**src/rtl/imem_boot_loader.sv**
```systemverilog
// Boot loader: streams a program into instruction memory while holding the CPU in reset.
// Define LOADER_CHECKSUM_EN to verify an XOR trailer word after the data words.
module imem_boot_loader #(
   parameter int ADDR_W = 10,
   parameter int DATA_W = 18
) (
   input  logic              clk,
   input  logic              reset,
   input  logic              load_start,
   input  logic [ADDR_W:0]   load_len,
   input  logic              in_valid,
   input  logic [DATA_W-1:0] in_data,
   output logic              in_ready,
   output logic              imem_we,
   output logic [ADDR_W-1:0] imem_addr,
   output logic [DATA_W-1:0] imem_wdata,
   output logic              cpu_reset,
   output logic              busy,
   output logic              done,
   output logic              err
);

   localparam logic [ADDR_W:0] DEPTH = {1'b1, {ADDR_W{1'b0}}};

`ifdef LOADER_CHECKSUM_EN
   typedef enum logic [2:0] {S_IDLE, S_LOAD, S_CHECK, S_ERROR, S_RUN} state_t;
   localparam state_t S_DATA_END = S_CHECK;
`else
   typedef enum logic [2:0] {S_IDLE, S_LOAD, S_RUN} state_t;
   localparam state_t S_DATA_END = S_RUN;
`endif

   state_t            state_q, state_d;
   logic [ADDR_W:0]   count_q, count_d, len_q, len_d, count_inc;
   logic              cpu_reset_q, cpu_reset_d;
   logic              busy_q, busy_d;
   logic              done_q, done_d;
`ifdef LOADER_CHECKSUM_EN
   logic [DATA_W-1:0] xor_q, xor_d;
   logic              err_q, err_d;
`endif

   always_comb begin
      state_d     = state_q;
      count_d     = count_q;
      len_d       = len_q;
      count_inc   = count_q + 1'b1;
      in_ready    = 1'b0;
      imem_we     = 1'b0;
      imem_addr   = count_q[ADDR_W-1:0];
      imem_wdata  = in_data;
`ifdef LOADER_CHECKSUM_EN
      xor_d       = xor_q;
`endif
      // A zero-length load has nothing to accept, and reset/restart block the handshake.
      if (!reset && !load_start) begin
         if (state_q == S_LOAD && len_q != '0) in_ready = 1'b1;
`ifdef LOADER_CHECKSUM_EN
         if (state_q == S_CHECK) in_ready = 1'b1;
`endif
      end
      if (load_start) begin
         state_d = S_LOAD;
         count_d = '0;
         len_d   = (load_len > DEPTH) ? DEPTH : load_len;
`ifdef LOADER_CHECKSUM_EN
         xor_d   = '0;
`endif
      end else begin
         case (state_q)
            S_LOAD: begin
               if (len_q == '0) begin
                  state_d = S_DATA_END;
               end else if (in_ready && in_valid) begin
                  imem_we = 1'b1;
                  count_d = count_inc;
`ifdef LOADER_CHECKSUM_EN
                  xor_d   = xor_q ^ in_data;
`endif
                  if (count_inc == len_q) state_d = S_DATA_END;
               end
            end
`ifdef LOADER_CHECKSUM_EN
            S_CHECK: begin
               if (in_ready && in_valid) state_d = (in_data == xor_q) ? S_RUN : S_ERROR;
            end
`endif
            default: ;
         endcase
      end
      cpu_reset_d = (state_d != S_RUN);
      done_d      = (state_d == S_RUN) && (state_q != S_RUN);
`ifdef LOADER_CHECKSUM_EN
      busy_d      = (state_d == S_LOAD) || (state_d == S_CHECK);
      err_d       = (state_d == S_ERROR);
`else
      busy_d      = (state_d == S_LOAD);
`endif
   end

   always_ff @(posedge clk) begin
      if (reset) begin
         state_q     <= S_IDLE;
         count_q     <= '0;
         len_q       <= '0;
         cpu_reset_q <= 1'b1;
         busy_q      <= 1'b0;
         done_q      <= 1'b0;
`ifdef LOADER_CHECKSUM_EN
         xor_q       <= '0;
         err_q       <= 1'b0;
`endif
      end else begin
         state_q     <= state_d;
         count_q     <= count_d;
         len_q       <= len_d;
         cpu_reset_q <= cpu_reset_d;
         busy_q      <= busy_d;
         done_q      <= done_d;
`ifdef LOADER_CHECKSUM_EN
         xor_q       <= xor_d;
         err_q       <= err_d;
`endif
      end
   end

   assign cpu_reset = cpu_reset_q;
   assign busy      = busy_q;
   assign done      = done_q;
`ifdef LOADER_CHECKSUM_EN
   assign err       = err_q;
`else
   assign err       = 1'b0;
`endif

endmodule

```
**config.mk**
```make
export PLATFORM = sky130hd
export DESIGN_NAME = imem_boot_loader
export DESIGN_NICKNAME = d
export VERILOG_FILES = /design/src/rtl/imem_boot_loader.sv
export SDC_FILE = /design/constraint.sdc
export NUM_CORES = 1
export LEC_CHECK = 0
export CAP_MARGIN = 5
export CORE_MARGIN = 4
export CORE_UTILIZATION = 42
export DETAILED_ROUTE_END_ITERATION = 10
export PLACE_DENSITY = 0.83
export SLEW_MARGIN = 20
export SYNTH_ARGS = -nofsm -noshare
export SYNTH_HDL_FRONTEND = slang
export SYNTH_SLANG_ARGS = --single-unit
export TNS_END_PERCENT = 20
```
**constraint.sdc**
```tcl
create_clock -name clk -period 5.4 [get_ports clk]
set_input_delay 1.35 -clock clk [delete_from_list [all_inputs] [get_ports clk]]
set_output_delay 1.35 -clock clk [all_outputs]
set_load 0.005 [all_outputs]
```
==> results_dict.tcl, run 1 <==
set metrics [dict create \
    clkLatencyLatePin_ns 0.27 \
    pwr_density_cell_nw_per_um2 199 \
    final_cells 249 \
    setup_violations 0 \
    setup_ws_ns 0.558 \
    layout-drive-gt1-share_pct 6.03 \
    power_frac_seq_pct 58.4 \
    worstRegToRegCells 7 \
    async_flop_share_pct 0 \
    grt_max_degree 15 \
    cts_made_buffers 3 \
    diodes 0 \
    pwr-share-comb_pct 12.4 \
    setup_tns_ns 0 \
    grt_pass1_vias 1260 \
    cap_violations 0 \
    die_h_um 72.8 \
    routed_via_density 5.33 \
    regToRegSetupSlack_ns 2.89 \
    outcome "finished, final reports clean" \
    power.internal_w 0.000287 \
    finalHoldViolations 0 \
    worst_hold_path.endpoint "state_q[1]" \
    worstSetupEndpointType "primary output" \
    syn_avg_cell_area_um2 8.56 \
    cts_hold_buf 0 \
    p_sw_w 0.0000853 \
    path_max_fanout 14 \
    num_vias 1326 \
    nFillCells 398 \
    track_usage_pct 13.1 \
    multi_input_area_um2 892 \
    grt.overflow.total 0 \
    worstHoldStart "state_q[1]" \
    syn_to_final_growth_pct 6.17 \
    ir_drop_mv 0.115 \
    rsz0062_at_grt "no" \
    synth_edf_count 0 \
    crit_buf_inv 3 \
    path_cells "clkdlybuf4s50_1 -> or2_2 -> nor2_4 -> nand3_2 -> inv_1 -> clkdlybuf4s50_1" \
    gp_congestion 0.817 \
    cp_slowest_stage_delay_ns 0.54 \
    cts.sinks 28 \
    htreeDepth 1 \
    initial_core_util_pct 43.8 \
    synth-seq-cells 28 \
    die_area_um2 5300 \
    synth_area_um2 1760 \
    post-route-min-period_ns 4.84 \
    synthFlopType "dfxtp_1" \
    ys_warn_count 0 \
    synth.area.top_cells "dfxtp_1 (32%), buf_4 (12%), xnor2_1 (8.4%), nor2_1 (4.3%), a22o_1 (4.0%)" \
    cpMostUsedCell "clkdlybuf4s50_1" \
    clkPwrFrac_pct 29.2 \
    hold_path.class "reg -> reg" \
    routed_wl_um 3270 \
    grt_pass1_wl_um 5630 \
    sw_frac_of_total_pct 22.9 \
    power_w 0.000372 \
    tightest_slew_ns 0.606 \
    ys_types 45 \
    die_x_um 72.8 \
    slew_viol_final 0 \
    finClkSkew_ns 0.00301 \
    rows 23 \
    fmax_mhz 207 \
    drc 0 \
    clk_pin_slew_ns 0.08 \
    portBuffers 29 \
    dr.pass1.iters 4 \
    coreArea_um2 4030 \
    regArea_um2 561 \
    clock_path_buffers 2 \
    required_ns 4.05 \
    drtIter0Drc 97 \
    r2r_start "count_q[0]" \
    avgRoutedWirePerCell_um 13.1 \
    cpMaxStageDelayCell "clkdlybuf4s50_1" \
    crit_family "buffers and inverters" \
    post-place-ws_ns 0.562 \
    syn_inst 206 \
    holdPathStages 2 \
    start_kind "primary input" \
    seq_area_frac_synth_pct 31.8 \
    cts_resized 0 \
    final_antenna_net_count 0 \
    syn_nets 240 \
    cts_tree "done" \
    critical_path_class "in -> out" \
    netlist.top_cell.by_area "dfxtp_1" \
    p_leak_nw 0.625 \
    synth_top_area_share_pct 31.8 \
    crit_arrival_ns 3.49 \
    slew_headroom_pct 59.6 \
    cts_setup_buffers 0 \
    ios 67 \
    worst_hold_slack_ns 0.514 \
    cts-root-buf "clkbuf_8" \
    antenna_found_initial 0 \
    placedCellCount 246 \
    r2r-end "state_q[0]" \
    min_period_over_period_pct 89.7 \
    nets 235 \
    dp_hpwl_um 2550 \
]
cell type report:
type	count	share of cell area [%]
multi-input cells	133	47.6
inverters	5	1.00
well taps	50	3.34
clock buffers	3	2.20
flip-flops and latches	28	29.9
repair buffers	30	15.9
tightest hold or removal path, cell delays in order (launching register included):
cell	delay (ns)
dfxtp_1	0.34
inv_1	0.07
a31oi_1	0.06
metrics by stage:
step                cell area (um^2)  util (%)
finish                          1870      46.5
global route                    1870      46.5
global placement                1830      45.5
CTS                             1870      46.5
detailed placement              1830      45.5
floorplan                       1760         -
cells in the mapped netlist (2+ instances only):
cell type / n
buf_4: 29
dfxtp_1: 28
nor2_1: 20
xnor2_1: 17
nand2_1: 10
a22o_1: 8
nor4_1: 8
nand3_1: 7
nor3_1: 7
a21oi_1: 6
a211oi_1: 5
inv_1: 5
xor2_1: 5
buf_6: 4
clkbuf_1: 4
buf_2: 3
nand4_1: 3
o21ai_0: 3
and4_1: 2
nand2b_1: 2
nand3b_1: 2
nor2b_1: 2
nor3b_1: 2
nor4b_1: 2
or2_2: 2
power groups by stage:
stage | combinational [W] | clock (W) | sequential [W]
final | 0.0000461 | 0.000109 | 0.000217
after floorplan | 0.0000385 | 0 | 0.000221
after global placement | 0.0000461 | 0 | 0.000222
after detailed placement | 0.0000463 | 0 | 0.000222
after global routing | 0.0000511 | 0.000119 | 0.000218
after CTS | 0.0000465 | 0.000114 | 0.000217
worst max path at each step:
stage	startpoint	to	slack, ns	cells after the start
4_1_cts	load_start	imem_we	0.55	6
3_5_place_dp	load_start	imem_we	0.56	6
2_1_floorplan	load_start	imem_we	1.73	6
3_3_place_gp	load_start	imem_we	0.62	6
5_1_grt	load_start	imem_we	0.43	6
6_report	load_start	imem_we	0.56	6
layout by cell type, fill, tap and decap left out, types with 2 or more instances in the layout:
| master | n |
|---|---|
| clkdlybuf4s50_1 | 29 |
| dfxtp_1 | 28 |
| nor2_1 | 20 |
| xnor2_1 | 17 |
| nand2_1 | 10 |
| nor4_1 | 8 |
| a22o_1 | 8 |
| nor3_1 | 7 |
| nand3_1 | 7 |
| a21oi_1 | 6 |
| inv_1 | 5 |
| a211oi_1 | 5 |
| xor2_1 | 5 |
| o21ai_0 | 3 |
| nand4_1 | 3 |
| clkbuf_8 | 3 |
| nor3b_1 | 2 |
| or2_2 | 2 |
| nand2b_1 | 2 |
| and4_1 | 2 |
| nor2b_1 | 2 |
| nor4b_1 | 2 |
| nand3b_1 | 2 |
state kept, by name, summed over array words and instances (netlist names):
signal / flops
count_q: 11
busy: 1
state_q: 3
cpu_reset: 1
done: 1
len_q: 11
metal layers:
layer	global-route usage, %	wire length, um	vias up
met1	18.0	1530	590
met3	3.31	266	7
met4	5.33	63	0
met2	19.5	1410	48
met5	0	0	-
li1	-	-	681
cells by family (layout without fill, tap and decap cells):
family	Yosys count	in the layout	share of synthesized area (%)
other	1	1	0.213
adder cells (fa/ha/maj)	1	1	0.709
XOR/XNOR	22	22	10.9
multiplexers	1	1	0.567
AO/OA/AOI/OAI	30	30	13.5
AND/OR/NAND/NOR	78	78	24.7
buffers and inverters	45	38	17.7
flip-flops	28	28	31.8
Note: power is estimated with default switching activity, not from simulation.
==> run 2: changes to the inputs <==
--- a/config.mk
+++ b/config.mk
@@ -5,6 +5,7 @@
 export SDC_FILE = /design/constraint.sdc
 export NUM_CORES = 1
 export LEC_CHECK = 0
+export ABC_AREA = 0
 export CAP_MARGIN = 5
 export CORE_MARGIN = 4
 export CORE_UTILIZATION = 42
==> results of run 2 <==
No change in the layout: final DEF, timing and power equal those of run 1.
